`src/rtl/stream_mux_pkg.sv`:
```
// Shared constants, FSM state type and width helper for the stream multiplexer.
package stream_mux_pkg;

  localparam int MODE_RR    = 0;
  localparam int MODE_FIXED = 1;
  localparam int MODE_EXT   = 2;

  typedef enum logic {
    IDLE = 1'b0,
    LOCK = 1'b1
  } arb_state_e;

  // Ceiling log2. Returns 0 for n <= 1.
  function automatic int clog2(input int n);
    int r;
    r = 0;
    for (int i = 0; i < 31; i++) begin
      if ((1 << i) < n) r = i + 1;
    end
    return r;
  endfunction

endpackage

```
`src/rtl/rr_arbiter.sv`:
```
// Combinational rotating-priority arbiter: the first requester at or after
// ptr_i wins, wrapping from N_CH-1 back to 0. With ptr_i = 0 it behaves as
// a fixed lowest-index-wins arbiter.
module rr_arbiter #(
  parameter int N_CH = 4,
  parameter int SELW = 2
) (
  input  logic [N_CH-1:0] req_i,
  input  logic [SELW-1:0] ptr_i,
  output logic [N_CH-1:0] gnt_o,
  output logic [SELW-1:0] gnt_idx_o,
  output logic            gnt_vld_o
);

  int              idx;
  logic [SELW-1:0] idx_s;

  // Scan requesters starting at the pointer and keep the first hit.
  always_comb begin
    gnt_o     = '0;
    gnt_idx_o = '0;
    gnt_vld_o = 1'b0;
    idx       = 0;
    idx_s     = '0;
    for (int off = 0; off < N_CH; off++) begin
      idx   = (int'(ptr_i) + off) % N_CH;
      idx_s = SELW'(idx);
      if (!gnt_vld_o && req_i[idx_s]) begin
        gnt_vld_o    = 1'b1;
        gnt_idx_o    = idx_s;
        gnt_o[idx_s] = 1'b1;
      end
    end
  end

endmodule

```
`src/rtl/stream_mux_arb.sv`:
```
// N-channel valid/ready stream multiplexer with packet-level arbitration and
// a single registered output stage.
//
//   state | meaning
//   ------+---------------------------------------------------------------
//   IDLE  | between packets; grant comes from the arbiter or ext_sel
//   LOCK  | mid-packet; only lock_ch may transfer until its last beat
module stream_mux_arb
  import stream_mux_pkg::*;
#(
  parameter  int N_CH = 4,
  parameter  int DW   = 8,
  parameter  int MODE = 0,
  localparam int SELW = (clog2(N_CH) > 1) ? clog2(N_CH) : 1
) (
  input  logic               clk,
  input  logic               rst_n,
  input  logic [N_CH-1:0]    in_valid,
  input  logic [N_CH*DW-1:0] in_data,
  input  logic [N_CH-1:0]    in_last,
  output logic [N_CH-1:0]    in_ready,
  input  logic [SELW-1:0]    ext_sel,
  output logic               out_valid,
  output logic [DW-1:0]      out_data,
  output logic               out_last,
  output logic [SELW-1:0]    out_ch,
  input  logic               out_ready
);

  arb_state_e      state_q, state_d;
  logic [SELW-1:0] lock_ch_q, lock_ch_d;
  logic [SELW-1:0] rr_ptr_q, rr_ptr_d;
  logic            out_valid_q;
  logic [DW-1:0]   out_data_q;
  logic            out_last_q;
  logic [SELW-1:0] out_ch_q;

  logic [SELW-1:0] arb_ptr;
  logic [N_CH-1:0] arb_gnt;
  logic [SELW-1:0] arb_idx;
  logic            arb_vld;

  logic            load_en;
  logic [SELW-1:0] sel;
  logic            grant_vld;
  logic [N_CH-1:0] ready_oh;
  logic            xfer;
  logic [DW-1:0]   beat_data;
  logic            beat_last;

  // Fixed priority is the rotating arbiter pinned at channel 0.
  assign arb_ptr = (MODE == MODE_RR) ? rr_ptr_q : '0;

  rr_arbiter #(
    .N_CH (N_CH),
    .SELW (SELW)
  ) u_arb (
    .req_i     (in_valid),
    .ptr_i     (arb_ptr),
    .gnt_o     (arb_gnt),
    .gnt_idx_o (arb_idx),
    .gnt_vld_o (arb_vld)
  );

  assign load_en = !out_valid_q || out_ready;

  // Pick the serving channel: locked channel, external request or arbiter grant.
  always_comb begin
    sel       = '0;
    grant_vld = 1'b0;
    ready_oh  = '0;
    if (state_q == LOCK) begin
      sel       = lock_ch_q;
      grant_vld = 1'b1;
      for (int i = 0; i < N_CH; i++) ready_oh[i] = (lock_ch_q == SELW'(i));
    end else if (MODE == MODE_EXT) begin
      for (int i = 0; i < N_CH; i++) begin
        if (ext_sel == SELW'(i) && in_valid[i]) begin
          sel         = SELW'(i);
          grant_vld   = 1'b1;
          ready_oh[i] = 1'b1;
        end
      end
    end else begin
      sel       = arb_idx;
      grant_vld = arb_vld;
      ready_oh  = arb_gnt;
    end
  end

  // Ready is held low during reset so nothing is accepted before release.
  assign in_ready  = (rst_n && load_en && grant_vld) ? ready_oh : '0;
  assign xfer      = |(in_ready & in_valid);
  assign beat_data = in_data[int'(sel)*DW +: DW];
  assign beat_last = in_last[sel];

  // Packet framing: lock on a non-last beat, release and advance the pointer on the last.
  always_comb begin
    state_d   = state_q;
    lock_ch_d = lock_ch_q;
    rr_ptr_d  = rr_ptr_q;
    if (xfer) begin
      if (beat_last) begin
        state_d = IDLE;
        if (MODE == MODE_RR) begin
          rr_ptr_d = (sel == SELW'(N_CH - 1)) ? '0 : sel + 1'b1;
        end
      end else if (state_q == IDLE) begin
        state_d   = LOCK;
        lock_ch_d = sel;
      end
    end
  end

  // Arbitration state registers.
  always_ff @(posedge clk or negedge rst_n) begin
    if (!rst_n) begin
      state_q   <= IDLE;
      lock_ch_q <= '0;
      rr_ptr_q  <= '0;
    end else begin
      state_q   <= state_d;
      lock_ch_q <= lock_ch_d;
      rr_ptr_q  <= rr_ptr_d;
    end
  end

  // Output stage: load on transfer (also when draining), otherwise clear on drain.
  always_ff @(posedge clk or negedge rst_n) begin
    if (!rst_n) begin
      out_valid_q <= 1'b0;
      out_data_q  <= '0;
      out_last_q  <= 1'b0;
      out_ch_q    <= '0;
    end else if (xfer) begin
      out_valid_q <= 1'b1;
      out_data_q  <= beat_data;
      out_last_q  <= beat_last;
      out_ch_q    <= sel;
    end else if (out_ready) begin
      out_valid_q <= 1'b0;
    end
  end

  assign out_valid = out_valid_q;
  assign out_data  = out_data_q;
  assign out_last  = out_last_q;
  assign out_ch    = out_ch_q;

endmodule

```
`config.mk`:
```
export PLATFORM = sky130hd
export DESIGN_NAME = stream_mux_arb
export DESIGN_NICKNAME = d
export VERILOG_FILES = /design/src/rtl/stream_mux_pkg.sv /design/src/rtl/rr_arbiter.sv /design/src/rtl/stream_mux_arb.sv
export SDC_FILE = /design/constraint.sdc
export NUM_CORES = 1
export LEC_CHECK = 0
export CORE_ASPECT_RATIO = 1.5
export CORE_MARGIN = 10
export CORE_UTILIZATION = 40
export CTS_CLUSTER_DIAMETER = 60
export CTS_CLUSTER_SIZE = 25
export DETAILED_ROUTE_END_ITERATION = 7
export PLACE_DENSITY = 0.74
export SKIP_LAST_GASP = 1
export SYNTH_ARGS = -nofsm -noshare
export SYNTH_HDL_FRONTEND = slang
export SYNTH_SLANG_ARGS = --single-unit
```
`constraint.sdc`:
```
create_clock -name clk -period 8.4 [get_ports clk]
set_input_delay 1.26 -clock clk [delete_from_list [all_inputs] [get_ports clk]]
set_output_delay 1.26 -clock clk [all_outputs]
set_load 0.02 [all_outputs]
```
## Word level (Yosys, flattened, before mapping)

Index checks and enable logic that the tools add are counted.

- $add $sub $neg: 4
- $mul: 0
- Divide/modulo/power cells: 0
- $lt $le $gt $ge: 9
- Equal/unequal tests: 4
- Shift-type cells: 1
- Multiplexer cells: 38
- Bitwise logic cells: 6
- Reduce and logical (&&, ||, !) cells: 19

Operators by type and width:

| kind | count |
|---|---|
| $shiftx 32x6->8 | 1 |
| $mux 4 | 6 |
| $mux 1 | 17 |
| $lt 2x3->1 const B | 5 |
| $mux 2 | 6 |
| $or 4x4->4 | 3 |
| $bmux 1 s2 | 5 |
| $logic_and 1x1->1 | 9 |
| $demux 1 s2 | 4 |
| $ge 2x1->1 const B | 4 |
| $eq 2x2->1 const B | 3 |
| $add 2x1->2 const B | 2 |
| $add 2x2->2 const B | 2 |
| $and 4x4->4 | 1 |
| $logic_not 1->1 | 4 |
| $reduce_or 4->1 | 1 |
| $reduce_and 3->1 | 1 |
| $eq 2x1->1 const B | 1 |
| $logic_not 2->1 | 1 |
| $not 1->1 | 2 |
| $reduce_and 2->1 | 1 |
| $reduce_bool 2->1 | 1 |
| $logic_or 1x1->1 | 1 |

- Register bits: 17
- Latch bits: 0
- Memory bits (writable): 0
- ROM bits: 0
- Bits of input ports: 45
- Output and inout bits: 16
- Memories: 0

## Depth between registers and ports, before layout

- Depth after elaboration: 18
- Mapped depth: 14
- Gate-level depth less buffers: 9

## Hierarchy

Synthesis repeated with hierarchy kept, for this count alone.

- Cells, all modules: 159
- Area, all modules: 1,582.8 sq um

Modules (own cells, without submodules):

| module | instances | cells each | area each (sq um) | sequential area each (sq um) |
|---|---|---|---|---|
| stream_mux_arb | 1 | 114 | 1,161.1 | 425.4 |
| rr_arbiter | 1 | 45 | 421.7 | 0.0 |

## Least setup slack after synthesis

OpenSTA, ideal clock, no wires.

- Kind: input to output
- From: input in_valid[2]
- To: output in_ready[3]
- Data arrival time: 3.069 ns
- Required time: 7.140 ns
- Slack: 4.071 ns
- Cell stages on the path: 6
- Path through: clkbuf_1 -> mux4_2 -> buf_2 -> nand3b_1 -> a22o_1 -> a211oi_1

- Cells in the longest elaborated chain, start to end: 15

Ends and longest elaborated chain:

| what | RTL line | RTL |
|---|---|---|
| start, declared | stream_mux_arb.sv:18 | `input logic [N_CH-1:0] in_valid,` |
| $bmux 1 s2 | rr_arbiter.sv:28 | `if (!gnt_vld_o && req_i[idx_s]) begin` |
| $mux 1 (not written as such) | rr_arbiter.sv:28 |  |
| $mux 1 | rr_arbiter.sv:28 |  |
| $logic_not 1->1 | rr_arbiter.sv:28 |  |
| $logic_and 1x1->1 | rr_arbiter.sv:28 |  |
| $mux 1 | rr_arbiter.sv:28 |  |
| $logic_not 1->1 | rr_arbiter.sv:28 |  |
| $logic_and 1x1->1 | rr_arbiter.sv:28 |  |
| $mux 1 | rr_arbiter.sv:28 |  |
| $logic_not 1->1 | rr_arbiter.sv:28 |  |
| $logic_and 1x1->1 | rr_arbiter.sv:28 |  |
| $mux 1 | rr_arbiter.sv:28 |  |
| $mux 1 | stream_mux_arb.sv:72 | `if (state_q == LOCK) begin` |
| $logic_and 1x1->1 | stream_mux_arb.sv:92 | `assign in_ready = (rst_n && load_en && grant_vld) ? ready_oh : '0;` |
| $mux 4 * | stream_mux_arb.sv:92 |  |
| end, declared | stream_mux_arb.sv:21 | `output logic [N_CH-1:0] in_ready,` |

Mark *: on every way between the ends. The rest lies on a longest branch, timed or not. The select of a mux whose other input is x is not followed.

## Worst setup path after layout

- From: input in_valid[3]
- To: output in_ready[2]

Same word-level chain as after synthesis.

==> flow_metrics.tcl <==
set metrics [dict create \
    max-clock-path-buffers 2 \
    cts_buffers 3 \
    die_h_um 97.9 \
    post_dp_cell_area_sq_mm 0.00221 \
    slew-limit-headroom_pct 33.8 \
    finalSetupViolCount 0 \
    intPower_uw 469 \
    seqCellArea_sq_um 425 \
    fin_area_sq_mm 0.00225 \
    finalWirelength_um 4360 \
    die_x_um 71.9 \
    ys_seq_area_share_pct 26.3 \
    area_growth_pct 39.5 \
    worstMarginPinSlew_ns 0.991 \
    whs_path_depth 2 \
    syn_avg_cell_area_sq_um 9.51 \
    multi_input_area_sq_mm 0.00110 \
    dieArea_sq_mm 0.00704 \
    htreeDepth 1 \
    hold_viol_final 0 \
    vias_per_cell 5.67 \
    synth_ff_type "dfrtp_1" \
    grt_overflow 0 \
    root_buffer "clkbuf_8" \
    power.switching_uw 411 \
    slew_viol_final 0 \
    grt_pass1_wl_um 7410 \
    place_hpwl_um 3570 \
    cts_hold_buf 0 \
    totalNegativeSetupSlack_ns 0 \
    grt_pass1_vias 1550 \
    clock_latency_ns 0.25 \
    synth_cell_types 41 \
    core_sq_mm 0.00392 \
    rr_worst_depth 10 \
    cp_max_fo 12 \
    antenna_found_initial 0 \
    min_path_type "flop to flop" \
    synthesis.nets 223 \
    switching_share_pct 46.7 \
    grt_usage_pct 12.4 \
    nNetsFinal 275 \
    syn_area_sq_mm 0.00162 \
    grt_max_degree 25 \
    power.density_mw_per_mm2 390 \
    synth_top_area_share_pct 26.3 \
    wl_per_cell_um 16.4 \
    drc 0 \
    cp-start-kind "input port" \
    num_rows 28 \
    syn_inst 170 \
    power.share.clock_pct 6.8 \
    fmax_ghz 0.182 \
    power_leakage_nw 0.925 \
    drive_gt1_share_pct 12.2 \
    status "complete, no violations" \
    diodes 0 \
    drtAntennaViolNets 0 \
    ioPinCount 61 \
    first_iter_violations 83 \
    first_pass_iters 4 \
    postCtsSetupBuffers 0 \
    cts_sinks 17 \
    vias 1507 \
    ys_ff_latch 17 \
    maxCapViolations 0 \
    final.setup_skew_ns 0.00347 \
    setup.worst_path.class "input port to output port" \
    cts_tree "built" \
    yosys_warnings 0 \
    yosys.area.top_type "dfrtp_1" \
    min_period_ns 5.50 \
    critPathRequiredTime_ns 7.14 \
    critPathCaptureType "output port" \
    synthArstFlopShare_pct 100 \
    nFillCells 354 \
    peakVddDrop_v 0.000249 \
    pwr-share-seq_pct 19.7 \
    worstPathArrival_ns 4.24 \
    cts_resized 0 \
    synth_edf_count 0 \
    combPwrFrac_pct 73.5 \
    yosys-top-cells-area "dfrtp_1, mux2i_1, ha_1" \
    io_buffers 58 \
    rsz0062_at_grt "false" \
    hold_ws_ns 0.484 \
    clk_pin_slew_ns 0.07 \
    place_congestion 0.875 \
    period_share_pct 65.5 \
    fin_util_pct 57.5 \
    initial_core_util_pct 41.2 \
]
==> worst paths after layout <==
path	startpoint	to	slack, ns
max	in_valid[3]	in_ready[2]	2.90
min	out_data[4]$_DFFE_PN0P_	out_data[4]$_DFFE_PN0P_	0.48
max reg2reg	arb_ptr[0]$_DFFE_PN0P_	lock_ch_q[0]$_DFFE_PN0P_	4.07
min reg2reg	out_data[4]$_DFFE_PN0P_	out_data[4]$_DFFE_PN0P_	0.48
max in group asynchronous	rst_n	out_data[2]$_DFFE_PN0P_	6.38
min in group asynchronous	rst_n	out_data[6]$_DFFE_PN0P_	1.49
==> layout make-up <==
class / instances / share of cell area [%]
timing repair buffer: 60 / 26.4
sequential: 17 / 18.9
clock inverter: 1 / 0.222
clock buffer: 3 / 1.83
multi-input combinational: 132 / 48.8
tap: 45 / 2.50
inverter: 8 / 1.33
==> per-layer routing <==
metal	global-route usage [%]	vias to the layer above	wire, um
li1	-	742	-
met1	12.8	696	1670
met2	20.6	61	2110
met3	6.18	8	466
met4	4.93	0	109
met5	0	-	0
==> worst max-delay path, stage by stage <==
cell and delay, ns:
clkdlybuf4s50_1 0.58, mux4_2 0.68, or4_1 0.57, o211ai_2 0.39, nand2b_1 0.16, a21oi_1 0.04, clkdlybuf4s50_1 0.55
==> cell families (layout without fill, tap and decap cells) <==
family / Yosys count / in the layout / synth area share, %
AND/OR/NAND/NOR: 42 / 42 / 14.5
buffers and inverters: 21 / 72 / 5.57
multiplexers: 36 / 36 / 26.4
adder cells (fa/ha/maj): 8 / 8 / 6.19
flip-flops: 17 / 17 / 26.3
AO/OA/AOI/OAI: 46 / 46 / 21.1
==> power by group through the flow <==
stage               Clock, mW  Sequential [mW]  Combinational, mW
CTS                    0.0625            0.174              0.655
finish                 0.0597            0.174              0.647
global route           0.0668            0.181              0.709
floorplan                   0            0.185              0.464
detailed placement          0            0.175              0.651
global placement            0            0.173              0.645
==> state kept, by name, indices dropped and copies added, names as in the netlist <==
signal	count
out_last	1
state_q	1
lock_ch_q	2
out_data	8
arb_ptr	2
out_valid	1
out_ch	2
==> through the flow <==
step                      power [mW]  worst slack [ns]  instances
after floorplan                0.650              4.07        170
final                          0.880              2.90        266
after global placement         0.818              2.90        262
after global routing           0.957              2.73        266
after CTS                      0.892              2.89        266
after detailed placement       0.827              2.89        262
==> cells in the mapped netlist, types with 2 or more instances <==
| master | count |
|---|---|
| nand2_1 | 20 |
| mux2i_1 | 19 |
| dfrtp_1 | 17 |
| o21ai_1 | 10 |
| a21oi_1 | 8 |
| ha_1 | 8 |
| inv_1 | 8 |
| mux2_2 | 8 |
| buf_2 | 6 |
| clkbuf_1 | 6 |
| a211oi_1 | 5 |
| mux2_1 | 5 |
| nand3b_1 | 5 |
| mux4_2 | 4 |
| a2111oi_2 | 3 |
| a21o_1 | 3 |
| nor2_1 | 3 |
| a21bo_2 | 2 |
| a221oi_1 | 2 |
| nand2b_1 | 2 |
| nand3_1 | 2 |
| nor2b_1 | 2 |
| nor3_1 | 2 |
| nor4_1 | 2 |
| o21ai_0 | 2 |
==> layout by cell type (no fill, tap or decap), types with 8 or more instances in the layout <==
cell,count
o21ai_1,10
ha_1,8
inv_1,8
mux2i_1,19
dfrtp_1,17
mux2_2,8
clkdlybuf4s50_1,58
nand2_1,20
a21oi_1,8
Note: power is estimated with default switching activity, not from simulation.
